<file path="src/rtl/mc_pkg.sv">
// rtl/mc_pkg.sv - shared encodings for the multi-cycle MIPS control FSM
package mc_pkg;

  typedef logic [3:0] state_t;
  typedef logic [3:0] alu_op_t;

  localparam state_t S_FETCH  = 4'd0;
  localparam state_t S_DECODE = 4'd1;
  localparam state_t S_EXE_R  = 4'd2;
  localparam state_t S_WB_R   = 4'd3;
  localparam state_t S_EXE_I  = 4'd4;
  localparam state_t S_WB_I   = 4'd5;
  localparam state_t S_EXE_LS = 4'd6;
  localparam state_t S_MEM_RD = 4'd7;
  localparam state_t S_WB_LD  = 4'd8;
  localparam state_t S_MEM_WR = 4'd9;
  localparam state_t S_BR     = 4'd10;
  localparam state_t S_JMP    = 4'd11;
  localparam state_t S_ERR    = 4'd12;

  localparam logic [5:0] OP_R    = 6'b000000;
  localparam logic [5:0] OP_J    = 6'b000010;
  localparam logic [5:0] OP_JAL  = 6'b000011;
  localparam logic [5:0] OP_BEQ  = 6'b000100;
  localparam logic [5:0] OP_BNE  = 6'b000101;
  localparam logic [5:0] OP_ADDI = 6'b001000;
  localparam logic [5:0] OP_SLTI = 6'b001010;
  localparam logic [5:0] OP_ANDI = 6'b001100;
  localparam logic [5:0] OP_ORI  = 6'b001101;
  localparam logic [5:0] OP_XORI = 6'b001110;
  localparam logic [5:0] OP_LW   = 6'b100011;
  localparam logic [5:0] OP_SW   = 6'b101011;

  localparam logic [5:0] FN_SLL = 6'b000000;
  localparam logic [5:0] FN_SRL = 6'b000010;
  localparam logic [5:0] FN_JR  = 6'b001000;
  localparam logic [5:0] FN_ADD = 6'b100000;
  localparam logic [5:0] FN_SUB = 6'b100010;
  localparam logic [5:0] FN_AND = 6'b100100;
  localparam logic [5:0] FN_OR  = 6'b100101;
  localparam logic [5:0] FN_XOR = 6'b100110;
  localparam logic [5:0] FN_NOR = 6'b100111;
  localparam logic [5:0] FN_SLT = 6'b101010;

  localparam alu_op_t ALU_ADD = 4'd0;
  localparam alu_op_t ALU_SUB = 4'd1;
  localparam alu_op_t ALU_AND = 4'd2;
  localparam alu_op_t ALU_OR  = 4'd3;
  localparam alu_op_t ALU_XOR = 4'd4;
  localparam alu_op_t ALU_NOR = 4'd5;
  localparam alu_op_t ALU_SLT = 4'd6;
  localparam alu_op_t ALU_SLL = 4'd7;
  localparam alu_op_t ALU_SRL = 4'd8;

  localparam logic [1:0] PC_PLUS4 = 2'b00;
  localparam logic [1:0] PC_RS    = 2'b01;
  localparam logic [1:0] PC_BR    = 2'b10;
  localparam logic [1:0] PC_JMP   = 2'b11;

  localparam logic [1:0] RD_RT  = 2'b00;
  localparam logic [1:0] RD_RD  = 2'b01;
  localparam logic [1:0] RD_JAL = 2'b10;

  localparam logic [1:0] WD_ALU = 2'b00;
  localparam logic [1:0] WD_MEM = 2'b01;
  localparam logic [1:0] WD_PC  = 2'b10;

  localparam logic [1:0] SRCB_RT   = 2'b00;
  localparam logic [1:0] SRCB_SEXT = 2'b01;
  localparam logic [1:0] SRCB_ZEXT = 2'b10;

endpackage

</file>
<file path="src/rtl/mc_alu_dec.sv">
// rtl/mc_alu_dec.sv - opcode/funct to ALU function code and legality flag
module mc_alu_dec
  import mc_pkg::*;
(
  input  logic [5:0] opcode,
  input  logic [5:0] funct,
  output alu_op_t    alu_op,
  output logic       legal
);

  always_comb begin
    alu_op = ALU_ADD;
    legal  = 1'b1;
    case (opcode)
      OP_R: begin
        case (funct)
          FN_ADD: alu_op = ALU_ADD;
          FN_SUB: alu_op = ALU_SUB;
          FN_AND: alu_op = ALU_AND;
          FN_OR:  alu_op = ALU_OR;
          FN_XOR: alu_op = ALU_XOR;
          FN_NOR: alu_op = ALU_NOR;
          FN_SLT: alu_op = ALU_SLT;
          FN_SLL: alu_op = ALU_SLL;
          FN_SRL: alu_op = ALU_SRL;
          FN_JR:  alu_op = ALU_ADD;
          default: legal = 1'b0;
        endcase
      end
      OP_ADDI:              alu_op = ALU_ADD;
      OP_SLTI:              alu_op = ALU_SLT;
      OP_ANDI:              alu_op = ALU_AND;
      OP_ORI:               alu_op = ALU_OR;
      OP_XORI:              alu_op = ALU_XOR;
      OP_BEQ, OP_BNE:       alu_op = ALU_SUB;
      OP_LW, OP_SW:         alu_op = ALU_ADD;
      OP_J, OP_JAL:         alu_op = ALU_ADD;
      default:              legal  = 1'b0;
    endcase
  end

endmodule

</file>
<file path="src/rtl/mc_ctrl.sv">
// rtl/mc_ctrl.sv - multi-cycle MIPS control FSM with Moore-decoded datapath strobes
module mc_ctrl
  import mc_pkg::*;
#(
  parameter logic [4:0] JAL_REG      = 5'd31,
  parameter bit         TRAP_ILLEGAL = 1'b1
) (
  input  logic       clk,
  input  logic       rst_n,
  input  logic       en,
  input  logic [5:0] opcode,
  input  logic [5:0] funct,
  input  logic       zf,
  output logic [1:0] PC_s,
  output logic       PC_write,
  output logic       IR_write,
  output logic       Reg_Write,
  output logic       Mem_Write,
  output logic [1:0] rd_s,
  output logic [1:0] w_data_s,
  output logic [1:0] alu_srcb,
  output logic [3:0] alu_op,
  output logic       illegal,
  output logic [3:0] state
);

  // The jal link register index is wired into the datapath's rd_s=10 mux input.
  if (JAL_REG != 5'd31) begin : g_custom_jal_reg
  end

  state_t  cur_state, nxt_state;
  alu_op_t dec_alu_op;
  logic    dec_legal;
  logic    br_taken;

  mc_alu_dec u_alu_dec (
    .opcode (opcode),
    .funct  (funct),
    .alu_op (dec_alu_op),
    .legal  (dec_legal)
  );

  assign br_taken = ((opcode == OP_BEQ) & zf) | ((opcode == OP_BNE) & ~zf);
  assign state    = cur_state;

  always_ff @(posedge clk or negedge rst_n) begin
    if (!rst_n) cur_state <= S_FETCH;
    else        cur_state <= nxt_state;
  end

  always_comb begin
    nxt_state = S_FETCH;
    case (cur_state)
      S_FETCH:  nxt_state = en ? S_DECODE : S_FETCH;
      S_DECODE: begin
        if (!dec_legal) nxt_state = S_ERR;
        else begin
          case (opcode)
            OP_R:           nxt_state = (funct == FN_JR) ? S_JMP : S_EXE_R;
            OP_J, OP_JAL:   nxt_state = S_JMP;
            OP_BEQ, OP_BNE: nxt_state = S_BR;
            OP_LW, OP_SW:   nxt_state = S_EXE_LS;
            default:        nxt_state = S_EXE_I;
          endcase
        end
      end
      S_EXE_R:  nxt_state = S_WB_R;
      S_EXE_I:  nxt_state = S_WB_I;
      S_EXE_LS: nxt_state = (opcode == OP_LW) ? S_MEM_RD : S_MEM_WR;
      S_MEM_RD: nxt_state = S_WB_LD;
      default:  nxt_state = S_FETCH;
    endcase
  end

  // Strobes are forced low while reset is held so an aborted instruction writes nothing.
  always_comb begin
    PC_s      = PC_PLUS4;
    PC_write  = 1'b0;
    IR_write  = 1'b0;
    Reg_Write = 1'b0;
    Mem_Write = 1'b0;
    rd_s      = RD_RT;
    w_data_s  = WD_ALU;
    alu_srcb  = SRCB_RT;
    alu_op    = ALU_ADD;
    illegal   = 1'b0;
    if (rst_n) begin
      case (cur_state)
        S_FETCH:  IR_write = en;
        S_EXE_R:  alu_op = dec_alu_op;
        S_WB_R: begin
          Reg_Write = 1'b1;
          rd_s      = RD_RD;
          PC_write  = 1'b1;
        end
        S_EXE_I: begin
          alu_op   = dec_alu_op;
          alu_srcb = ((opcode == OP_ADDI) || (opcode == OP_SLTI)) ? SRCB_SEXT : SRCB_ZEXT;
        end
        S_WB_I, S_WB_LD: begin
          Reg_Write = 1'b1;
          PC_write  = 1'b1;
          w_data_s  = (cur_state == S_WB_LD) ? WD_MEM : WD_ALU;
        end
        S_EXE_LS: alu_srcb = SRCB_SEXT;
        S_MEM_WR: begin
          Mem_Write = 1'b1;
          PC_write  = 1'b1;
        end
        S_BR: begin
          alu_op   = ALU_SUB;
          PC_write = 1'b1;
          PC_s     = br_taken ? PC_BR : PC_PLUS4;
        end
        S_JMP: begin
          PC_write = 1'b1;
          PC_s     = (opcode == OP_R) ? PC_RS : PC_JMP;
          if (opcode == OP_JAL) begin
            Reg_Write = 1'b1;
            rd_s      = RD_JAL;
            w_data_s  = WD_PC;
          end
        end
        S_ERR: begin
          PC_write = 1'b1;
          illegal  = TRAP_ILLEGAL;
        end
        default: ;
      endcase
    end
  end

endmodule

</file>
<file path="config.mk">
export PLATFORM = sky130hd
export DESIGN_NAME = mc_ctrl
export DESIGN_NICKNAME = d
export VERILOG_FILES = /design/src/rtl/mc_pkg.sv /design/src/rtl/mc_alu_dec.sv /design/src/rtl/mc_ctrl.sv
export SDC_FILE = /design/constraint.sdc
export NUM_CORES = 1
export LEC_CHECK = 0
export CELL_PAD_IN_SITES_DETAIL_PLACEMENT = 0
export CELL_PAD_IN_SITES_GLOBAL_PLACEMENT = 1
export CORE_UTILIZATION = 28
export DETAILED_ROUTE_END_ITERATION = 6
export PLACE_DENSITY_LB_ADDON = 0.12
export RECOVER_POWER = 25
export SKIP_CTS_REPAIR_TIMING = 1
export SLEW_MARGIN = 5
export SYNTH_ARGS = -nofsm -noshare
export SYNTH_HDL_FRONTEND = slang
export SYNTH_SLANG_ARGS = --single-unit
</file>
<file path="constraint.sdc">
create_clock -name clk -period 1.73 [get_ports clk]
set_input_delay 0.346 -clock clk [delete_from_list [all_inputs] [get_ports clk]]
set_output_delay 0.346 -clock clk [all_outputs]
set_load 0.005 [all_outputs]
</file>
==> results.yml <==
finish:
  fin_area_um2: 1760
  diodes: 0
  fin_nets: 228
  layout_commonest_cell: "buf_4"
  area_growth_pct: 110
  fin_util_pct: 63.2
  final_layout_size_suffix_gt1_share_pct: 50.0
  fill_cells: 254
  final_cell_mix: "buf_4, nor2_1, dlymetal6s2s_1"
  largest_register_ff_count: 4
pwr:
  power_frac_seq_pct: 13.6
  p_per_area_nw_per_um2: 723
  switchingPower_w: 0.000575
  internal_power_w: 0.000697
  combPwrFrac_pct: 77.5
  switching_share_pct: 45.2
  leakage_nw: 0.950
  ir_drop_uv: 997
  pwr-share-clk_pct: 8.9
clock_network:
  cts_made_buffers: 3
  cts_sinks: 4
  worstSkewPairLatency_ns: 0.23
  cts_tree: "yes"
  clockBufferDepth: 2
  clock-root-buffer: "clkbuf_4"
  htreeDepth: 1
  clk_pin_slew_ns: 0.04
placed_design:
  placed_cell_area_um2: 1560
  place_congestion: 0.873
  io_buffers: 36
  place_hpwl_um: 2510
worst_setup_path:
  slowest_delay_ns: 0.56
  r2r-start: "state[1]$_DFF_PN0_"
  worstSetupStartpointType: "flip-flop"
  r2r_setup_slack_ns: 0.21
  worstSetupPathType: "reg -> out"
  cp_max_fo: 5
  critical-path-top-delay-family: "simple AND/OR/NAND/NOR gates"
  crit_path_top_delay_cell: "or4_4"
  critPathBufInv: 1
  path_cells: "or4_4, o41ai_2, buf_2"
  critPathRequiredTime_ns: 1.38
  arrival_ns: 1.69
  timing.rr.end: "state[2]$_DFF_PN0_"
  reg2reg_depth: 8
  crit_path_end_kind: "primary output"
drt:
  wirelength_um: 3450
  ant_nets: 0
  route.detailed.drc: 0
  avgRoutedWirePerCell_um: 14.3
  vias: 1295
  drt_iter0_markers: 19
  dr.pass1.iters: 4
  via_per_inst: 5.37
global_routing:
  grt_use_met3_pct: 0.922
  grt_pass1_vias: 1164
  use_met1_pct: 28.3
  grt_pass1_wl_um: 5220
  busiest_layer: "met2"
  grt_usage_pct: 20.2
  antenna_found_initial: 0
  grt_max_degree: 12
  grt_util_met2_pct: 33.4
  overflow: 0
synthesis:
  synth_flop_cell: "dfrtp_1"
  yosysTopAreaCell: "dfrtp_1"
  yosysWarnings: 0
  synth_cells: 128
  synth_nets: 144
  syn_area_per_cell_um2: 6.53
  synth_edf_count: 0
  async_reset_ff_share_pct: 100
  syn_area_um2: 836
  synth-seq-area-share_pct: 12.0
  ys_types: 43
  yosys-top-cells-area: "dfrtp_1, nor2_1, o21ai_0, nand2_1, a21oi_1"
  synth_top_area_share_pct: 12.0
  yosys_register_bits: 4
timing:
  maxSlewViolCount: 0
  layout_min_cycle_time_ns: 2.04
  maxSlewHeadroom_pct: 80.3
  period_share_pct: 118
  fmax_mhz: 490
  rsz0062_at_grt: "yes"
  setup_viol: 9
  final.setup.worst_slack_ns: -0.310
  hold_viol: 0
  fin_skew_ns: 0.00570
  worst_pin_slew_ns: 0.293
outcome:
  violations: "negative setup slack"
  status: "complete, but fails checks"
floorplan:
  die-area_um2: 3210
  rows: 19
  fp.dieH_um: 56.6
  initial_core_util_pct: 30.0
  io_pins: 37
  die_w_um: 56.6
  core_um2: 2780
run:
  cap_violations: 0
min_path:
  hold_path.class: "in -> async"
[cells in the mapped netlist (all sizes together) (2+ instances only)]
cell / count
or3: 2
a21o: 3
nor4: 7
nor4b: 2
and3: 3
nand2: 12
nand3: 5
a32oi: 2
nor2: 19
buf: 7
inv: 6
a21oi: 8
nor3: 7
o21ai: 9
nand2b: 4
and2: 2
or4: 2
clkbuf: 2
nor2b: 3
a211oi: 4
xnor2: 2
dfrtp: 4
[worst register-to-register path: cells and delay by family, from the launching register on]
kind / cells / cell delay (ns)
buf+inv: 5 / 0.57
simple gates: 2 / 0.28
flops: 1 / 0.40
compound gates: 1 / 0.17
[through the flow]
stage | total power, W | TNS, ns | setup WS (ns) | hold slack, ns | std cells
2_1_floorplan | 0.000557 | -0.0510 | -0.0493 | 0.0504 | 128
3_3_place_gp | 0.00102 | -13.12 | -0.916 | 0.635 | 234
3_5_place_dp | 0.00102 | -13.44 | -0.977 | 0.646 | 234
4_1_cts | 0.00114 | -12.75 | -0.988 | 0.437 | 237
5_1_grt | 0.00138 | -2.73 | -0.386 | 0.338 | 241
6_report | 0.00127 | -1.69 | -0.310 | 0.315 | 241
[worst max-delay path by stage]
stage / depth (start not counted) / startpoint / to / slack (ns)
2_1_floorplan: 4 / state[3]$_DFF_PN0_ / PC_s[1] / -0.05
4_1_cts: 8 / opcode[3] / alu_op[0] / -0.99
3_5_place_dp: 8 / opcode[3] / alu_op[0] / -0.98
5_1_grt: 8 / state[1]$_DFF_PN0_ / Reg_Write / -0.39
6_report: 3 / state[2]$_DFF_PN0_ / PC_s[1] / -0.31
3_3_place_gp: 8 / opcode[0] / alu_srcb[0] / -0.92
[power groups by stage]
| stage | sequential (W) | combinational [W] | clock [W] |
|---|---|---|---|
| 4_1_cts | 0.000162 | 0.000861 | 0.000117 |
| 3_5_place_dp | 0.000164 | 0.000855 | 0 |
| 5_1_grt | 0.000179 | 0.00107 | 0.000126 |
| 3_3_place_gp | 0.000164 | 0.000853 | 0 |
| 6_report | 0.000172 | 0.000986 | 0.000114 |
| 2_1_floorplan | 0.000154 | 0.000403 | 0 |
[layout make-up]
type,instances,area (µm²),area share (%)
inverters,6,22.5,1.28
repair buffers,88,733,41.7
flip-flops and latches,4,101,5.76
multi-input cells,109,841,47.8
well taps,31,38.8,2.20
clock buffers,3,22.5,1.28
[metal layers]
layer	vias to the layer above	wire, µm
li1	647	-
met1	607	1610
met2	33	1690
met3	8	97
met4	0	55
met5	-	0
[cell families (layout without fill, tap and decap cells)]
group / count (synthesis) / count (layout) / share of synthesized area [%]
buffers and inverters: 15 / 97 / 9.13
XOR/XNOR: 2 / 2 / 2.10
flip-flops: 4 / 4 / 12.0
AND/OR/NAND/NOR: 70 / 70 / 45.1
AO/OA/AOI/OAI: 36 / 36 / 30.4
multiplexers: 1 / 1 / 1.35
(Power assumes the default switching activity.)
